### src/rtl/parallel_to_serial_if.sv
// Word-load handshake and serial link signals of the parallel-to-serial transmitter.
interface parallel_to_serial_if #(
    parameter int WIDTH = 4
);
    logic [WIDTH-1:0] parallel_in;
    logic             load_valid;
    logic             load_ready;
    logic             serial_out;
    logic             serial_valid;
    logic             frame_start;
    logic             busy;

    // Producer side: supplies words and watches the serial stream.
    modport master (
        output parallel_in,
        output load_valid,
        input  load_ready,
        input  serial_out,
        input  serial_valid,
        input  frame_start,
        input  busy
    );

    // Transmitter side.
    modport slave (
        input  parallel_in,
        input  load_valid,
        output load_ready,
        output serial_out,
        output serial_valid,
        output frame_start,
        output busy
    );
endinterface

### src/rtl/parallel_to_serial.sv
// Parallel-in, serial-out transmitter with a one-word holding buffer so that
// back-to-back words stream out with no idle bit between frames.
//
// state | meaning
// IDLE  | nothing being shifted; serial_out held at 0
// SHIFT | a frame is on the wire; counter tracks the bit index
module parallel_to_serial #(
    parameter int WIDTH     = 4,
    parameter bit MSB_FIRST = 1'b0
) (
    input  logic                 clk,
    input  logic                 rst,
    parallel_to_serial_if.slave  bus
);
    localparam int CW = (WIDTH > 2) ? $clog2(WIDTH) : 1;
    localparam logic [CW-1:0] LAST = CW'(WIDTH - 1);

    typedef enum logic {IDLE, SHIFT} state_t;

    state_t           state_q, state_d;
    logic [WIDTH-1:0] shift_q, shift_d;
    logic [CW-1:0]    cnt_q, cnt_d;
    logic [WIDTH-1:0] hold_q, hold_d;
    logic             hold_full_q, hold_full_d;

    logic             accept;
    logic [WIDTH-1:0] shifted;

    // Ready depends only on the hold flag, so there is no combinational path
    // from load_valid back to load_ready.
    assign accept  = bus.load_valid && !hold_full_q;

    // Zeros fill in behind the outgoing bit so nothing stale can reach the line.
    assign shifted = MSB_FIRST ? {shift_q[WIDTH-2:0], 1'b0} : {1'b0, shift_q[WIDTH-1:1]};

    // Next-state: frame sequencing, holding buffer and gapless reload on the last bit.
    always_comb begin
        state_d     = state_q;
        shift_d     = shift_q;
        cnt_d       = cnt_q;
        hold_d      = hold_q;
        hold_full_d = hold_full_q;
        unique case (state_q)
            IDLE: begin
                if (accept) begin
                    shift_d = bus.parallel_in;
                    cnt_d   = '0;
                    state_d = SHIFT;
                end
            end
            SHIFT: begin
                shift_d = shifted;
                cnt_d   = cnt_q + CW'(1);
                if (cnt_q == LAST) begin
                    cnt_d = '0;
                    if (hold_full_q) begin
                        shift_d     = hold_q;
                        hold_full_d = 1'b0;
                    end else if (accept) begin
                        shift_d = bus.parallel_in;
                    end else begin
                        state_d = IDLE;
                    end
                end else if (accept) begin
                    hold_d      = bus.parallel_in;
                    hold_full_d = 1'b1;
                end
            end
            default: state_d = IDLE;
        endcase
    end

    // State register; reset abandons any frame in flight and drops the held word.
    always_ff @(posedge clk or negedge rst) begin
        if (!rst) begin
            state_q     <= IDLE;
            shift_q     <= '0;
            cnt_q       <= '0;
            hold_q      <= '0;
            hold_full_q <= 1'b0;
        end else begin
            state_q     <= state_d;
            shift_q     <= shift_d;
            cnt_q       <= cnt_d;
            hold_q      <= hold_d;
            hold_full_q <= hold_full_d;
        end
    end

    assign bus.load_ready   = !hold_full_q;
    assign bus.serial_valid = (state_q == SHIFT);
    assign bus.serial_out   = (state_q == SHIFT) &&
                              (MSB_FIRST ? shift_q[WIDTH-1] : shift_q[0]);
    assign bus.frame_start  = (state_q == SHIFT) && (cnt_q == '0);
    assign bus.busy         = (state_q == SHIFT) || hold_full_q;
endmodule

### src/flat_wrapper.sv
// flat-port wrapper written by rule: the top's interface ports become plain ports
module parallel_to_serial_flat 
#(
    parameter int WIDTH     = 4,
    parameter bit MSB_FIRST = 1'b0
)
  (clk, rst, bus_parallel_in, bus_load_valid, bus_load_ready, bus_serial_out, bus_serial_valid, bus_frame_start, bus_busy);
  parallel_to_serial_if #(.WIDTH(WIDTH)) bus_i ();
  input  logic clk;
  input  logic rst;
  input wire logic [$bits(bus_i.parallel_in)-1:0] bus_parallel_in;
  input wire logic [$bits(bus_i.load_valid)-1:0] bus_load_valid;
  output wire logic [$bits(bus_i.load_ready)-1:0] bus_load_ready;
  output wire logic [$bits(bus_i.serial_out)-1:0] bus_serial_out;
  output wire logic [$bits(bus_i.serial_valid)-1:0] bus_serial_valid;
  output wire logic [$bits(bus_i.frame_start)-1:0] bus_frame_start;
  output wire logic [$bits(bus_i.busy)-1:0] bus_busy;
  assign bus_i.parallel_in = bus_parallel_in;
  assign bus_i.load_valid = bus_load_valid;
  assign bus_load_ready = bus_i.load_ready;
  assign bus_serial_out = bus_i.serial_out;
  assign bus_serial_valid = bus_i.serial_valid;
  assign bus_frame_start = bus_i.frame_start;
  assign bus_busy = bus_i.busy;
  parallel_to_serial #(.WIDTH(WIDTH), .MSB_FIRST(MSB_FIRST)) u_core (.clk(clk), .rst(rst), .bus(bus_i));
endmodule
### config.mk
export PLATFORM = sky130hd
export DESIGN_NAME = parallel_to_serial_flat
export DESIGN_NICKNAME = d
export VERILOG_FILES = /design/src/rtl/parallel_to_serial_if.sv /design/src/rtl/parallel_to_serial.sv /design/src/flat_wrapper.sv
export SDC_FILE = /design/constraint.sdc
export NUM_CORES = 1
export LEC_CHECK = 0
export BUFFER_PORTS_ARGS = -buffer_cell sky130_fd_sc_hd__buf_2
export CAP_MARGIN = 20
export CORE_UTILIZATION = 42
export DETAILED_ROUTE_END_ITERATION = 16
export MAX_ROUTING_LAYER = met4
export PLACE_DENSITY_LB_ADDON = 0.3
export SLEW_MARGIN = 20
export SYNTH_ARGS = -nofsm -noshare
export SYNTH_HDL_FRONTEND = slang
export SYNTH_SLANG_ARGS = --single-unit
### constraint.sdc
create_clock -name clk -period 2.2 [get_ports clk]
set_clock_uncertainty 0.2 [all_clocks]
set_input_delay 0.22 -clock clk [delete_from_list [all_inputs] [get_ports clk]]
set_output_delay 0.22 -clock clk [all_outputs]
set_load 0.005 [all_outputs]
After elaboration in Yosys (flattened, before gate mapping)
Cells that the tools add are included.
{"block": "totals", "reg_bits": 12, "output_inout_bits": 5, "word_cells": 33}
{"block": "classes", "add_sub_neg": 1, "n_eq_ne": 2, "muxes": 14, "bitwise_logic": 2, "reduce_logical": 9}
{"operator": "4-bit 2-to-1 mux", "n": 4}
{"operator": "4-bit case mux with 2 select lines", "n": 1}
{"operator": "1-bit 2-to-1 mux", "n": 5}
{"operator": "2-bit 2-to-1 mux", "n": 2}
{"operator": "2-bit case mux with 2 select lines", "n": 1}
{"operator": "1-bit logical AND", "n": 3}
{"operator": "3-bit AND reduction", "n": 1}
{"operator": "2-bit by 1-bit adder with 2-bit output, second input constant", "n": 1}
{"operator": "2-bit equality test, second input constant", "n": 1}
{"operator": "2-bit zero test", "n": 1}
{"operator": "2-bit by 1-bit inequality test with 1-bit output, second input constant", "n": 1}
{"operator": "1-bit inverter", "n": 2}
{"operator": "1-bit case mux with 2 select lines", "n": 1}
{"operator": "2-bit AND reduction", "n": 1}
{"operator": "2-bit nonzero test", "n": 1}
{"operator": "1-bit zero test", "n": 1}
{"operator": "1-bit logical OR", "n": 1}

Logic depth before layout (Yosys ltp)
{"block": "depth", "depth_word": 6, "depth_mapped": 5, "mapped_depth_nobuf": 4}

Worst setup path after synthesis
Ideal clock, no wire load.
{"block": "synth_timing", "path_kind": "register -> register", "startpoint": "reg u_core.cnt_q[0]", "endpoint": "reg u_core.hold_q[0]", "setup_ps": 125, "arrival_time_ps": 1290, "setup_slack_ps": 585, "path_stages_with_launch": 5, "synth_period_minus_slack_ps": 1615, "cell_sequence": "dfrtp_1 -> ha_1 -> buf_2 -> nor3_4 -> mux2_2"}
{"block": "synth_via", "elab_chain_cells": 3}
{"element": "start: declaration", "line": "parallel_to_serial.sv:22", "text": "logic [CW-1:0] cnt_q, cnt_d;"}
{"element": "start signal: assignment", "line": "parallel_to_serial.sv:84", "text": "cnt_q <= cnt_d;"}
{"element": "2-bit equality test", "line": "parallel_to_serial.sv:54", "text": "if (cnt_q == LAST) begin"}
{"element": "1-bit inverter (no source line)"}
{"element": "3-bit AND reduction (no source line)"}
{"element": "end signal: assignment", "line": "parallel_to_serial.sv:85", "text": "hold_q <= hold_d;"}
{"element": "end: declaration", "line": "parallel_to_serial.sv:23", "text": "logic [WIDTH-1:0] hold_q, hold_d;"}
Every way passes these cells.
A chain may end at the register's enable or synchronous reset.

Final worst setup path
{"block": "layout_timing", "startpoint": "reg u_core.state_q, in the netlist u_core.bus.serial_valid", "endpoint": "out bus_busy"}
{"block": "layout_via", "elab_chain_cells": 1}
{"element": "start: declaration", "line": "parallel_to_serial.sv:20", "text": "state_t state_q, state_d;"}
{"element": "start signal: assignment", "line": "parallel_to_serial.sv:82", "text": "state_q <= state_d;"}
{"element": "1-bit logical OR", "line": "parallel_to_serial.sv:95", "text": "assign bus.busy = (state_q == SHIFT) || hold_full_q;"}
{"element": "end: declaration", "line": "flat_wrapper.sv:17", "text": "output wire logic [$bits(bus_i.busy)-1:0] bus_busy;"}
Every way passes these cells.

==> metrics.cfg <==
[logic_synthesis]
synth-seq-cells = 12
synth.distinct_cells = 23
avgSynthCellArea_um2 = 11.03
synth_area_um2 = 661.9
synth_fp_nets = 69
yosysSeqAreaShare_pct = 45.37
netlist_instances = 60
yosys_warnings = 0

[placed_design]
dp_hpwl_um = 880
gp_congestion = 0.7747
io_buffers = 11
placedCellCount = 82

[clock_tree]
clockBufferDepth = 2
h-tree-depth = 1
cts_tree = yes
clk_latency_ns = 0.27
post_cts_buffers = 0
clkSinkCount = 12
root_buffer = clkbuf_4
clk_pin_slew_worst_paths_ns = 0.08
cts_buffers = 3

[sta]
slew-limit-headroom_pct = 63.57
whs_ns = 0.01968
max_freq_mhz = 548.2
fin_crit_sh_pct = 82.92
drv_slew = 0
rsz0062_at_grt = no
fin_tns_setup_ns = 0
layout_min_cycle_time_ns = 1.824
setup_viol = 0
finalHoldViolCount = 0
max_slew.worst_pin.slew_ns = 0.5453

[pwr]
power_density_mw_per_mm2 = 1302
p_leak_nw = 0.3593
peakVddDrop_mv = 0.6823

[finish]
diodes = 0
drive_gt1_share_pct = 36.99
layout_commonest_cell = dfrtp_1
nets = 83
syn2layout_area_growth_pct = 16.07
instances_no_fill = 88
layout_common_cells = dfrtp_1, buf_2, mux2_2, inv_1, mux2i_1

[global_routing]
grt_overflow = 0
grt_pass1_wl_um = 2111
grt_pass1_vias = 458
grt_max_degree = 14
grt_usage_pct = 16.98
antenna_found_initial = 0

[setup_path]
critPathArrivalTime_ns = 1.40
reg2reg_setup_slack_ns = 0.49
cpPeakStageDelay_ns = 0.49
worstPathRequired_ns = 1.78
crit_fanout = 13
cp-start-kind = flip-flop
path_depth = 3
crit_chain = buf_4, or2_2, buf_2
critical_path_class = reg2out
cp-end-kind = output port
critPathBufInv = 2
critPathTopFamily = flip-flops
timing.rr.start = u_core.cnt_q[0]
r2r_cells = 3
r2r_end = u_core.hold_q[0]
cp_slowest_cell = dfrtp_1

[routing]
drtIter0Drc = 3
avgRoutedWirePerCell_um = 13.41
drc = 0
via_per_inst = 5.614
vias = 494
first_pass_iters = 2
ant_nets = 0
wirelength_um = 1180

[floorplanning]
start_util_pct = 47.87
rows = 13
io-pin-count = 12
core_area_mm2 = 0.001383
die_width_um = 41.70
dieArea_mm2 = 0.001738
fp.dieH_um = 41.70

[run]
cap_violations = 0

[min_path]
holdPathStages = 2
hold_path.class = in2reg
min-delay-start = bus_parallel_in[2]
hold_end = u_core.hold_q[2]

[run_status]
status = completed

## cells by family (layout without fill, tap and decap cells)
group	count (synthesis)	after routing	synth area share, %
muxes	9	9	14.56
DFF	12	12	45.37
buffers and inverters	9	22	6.994
AOI/OAI and AO/OA	12	12	12.29
adders and majority gates	2	2	3.780
and+or+nand+nor	16	16	17.01
## routing by layer
metal	GRT usage (%)	vias to the layer above	wire length [um]	share of wire [%]
li1	-	240	-	-
met1	19.94	239	576	49
met2	24.06	11	512	43
met3	8.696	4	67	5.7
met4	7.742	0	23	1.9
met5	-	-	0	0
## per-stage QoR
stage | cell area, um^2 | total power, mW | utilization [%] | worst slack, ns
after detailed placement | 711.9 | 0.8278 | 51.49 | 0.5142
after CTS | 768.2 | 1.008 | 55.57 | 0.3658
after global routing | 768.2 | 1.088 | 55.57 | 0.3103
final | 768.2 | 1.000 | 55.57 | 0.3758
after global placement | 711.9 | 0.8182 | 51.49 | 0.5416
after floorplan | 661.9 | 0.7364 | - | 0.5851
## what timing repair did
| action | 4_1_cts | 5_1_grt |
|---|---|---|
| gates resized for setup | 0 | 0 |
| endpoints found under the hold margin | 13 | 0 |
| hold buffers | 2 | 0 |
## cell type report
type	instances	area [um^2]
tap	15	18.77
timing repair buffer	14	82.58
multi-input combinational	39	315.3
inverter	4	15.01
fill	129	614.3
clock buffer	4	36.28
sequential	12	300.3
## how the worst max path moves through the flow
| stage | from | slack [ns] | endpoint |
|---|---|---|---|
| floorplan | u_core.cnt_q[0] | 0.59 | u_core.hold_q[0] |
| global placement | u_core.cnt_q[0] | 0.54 | u_core.hold_q[0] |
| detailed placement | u_core.cnt_q[0] | 0.51 | u_core.hold_q[0] |
| CTS | u_core.bus.serial_valid | 0.37 | bus_busy |
| global route | u_core.bus.serial_valid | 0.31 | bus_busy |
| finish | u_core.bus.serial_valid | 0.38 | bus_busy |
## flip-flops by register name, indices dropped and copies added, names as in the netlist
name / cells
u_core.hold_full_q: 1
u_core.hold_q: 4
u_core.bus.serial_valid: 1
u_core.cnt_q: 2
u_core.shift_q: 4
## synthesized netlist by cell type (all sizes together)
cell,n,area [um^2]
or2b,1,11.26
or2,1,6.260
and2,2,12.51
o211ai,3,22.52
o22ai,1,6.260
buf,5,31.28
nand3,3,15.01
a32oi,1,8.760
o31ai,1,7.510
nor2,1,3.750
and4,3,30.03
dfrtp,12,300.3
o21ai,2,10.01
a31oi,3,18.77
inv,4,15.01
ha,2,25.02
nor2b,1,6.260
a22oi,1,7.510
nand2,3,11.26
mux2i,4,40.04
nor3,1,16.27
mux2,5,56.30
## report_power, final
group          internal [mW]  switching, mW  total (mW)  leakage, nW
registers              0.324         0.0900       0.414        0.144
clock network          0.101         0.0742       0.175       0.0210
logic                  0.217          0.195       0.412        0.194
total                  0.641          0.359        1.00        0.359
(Power assumes the default switching activity.)
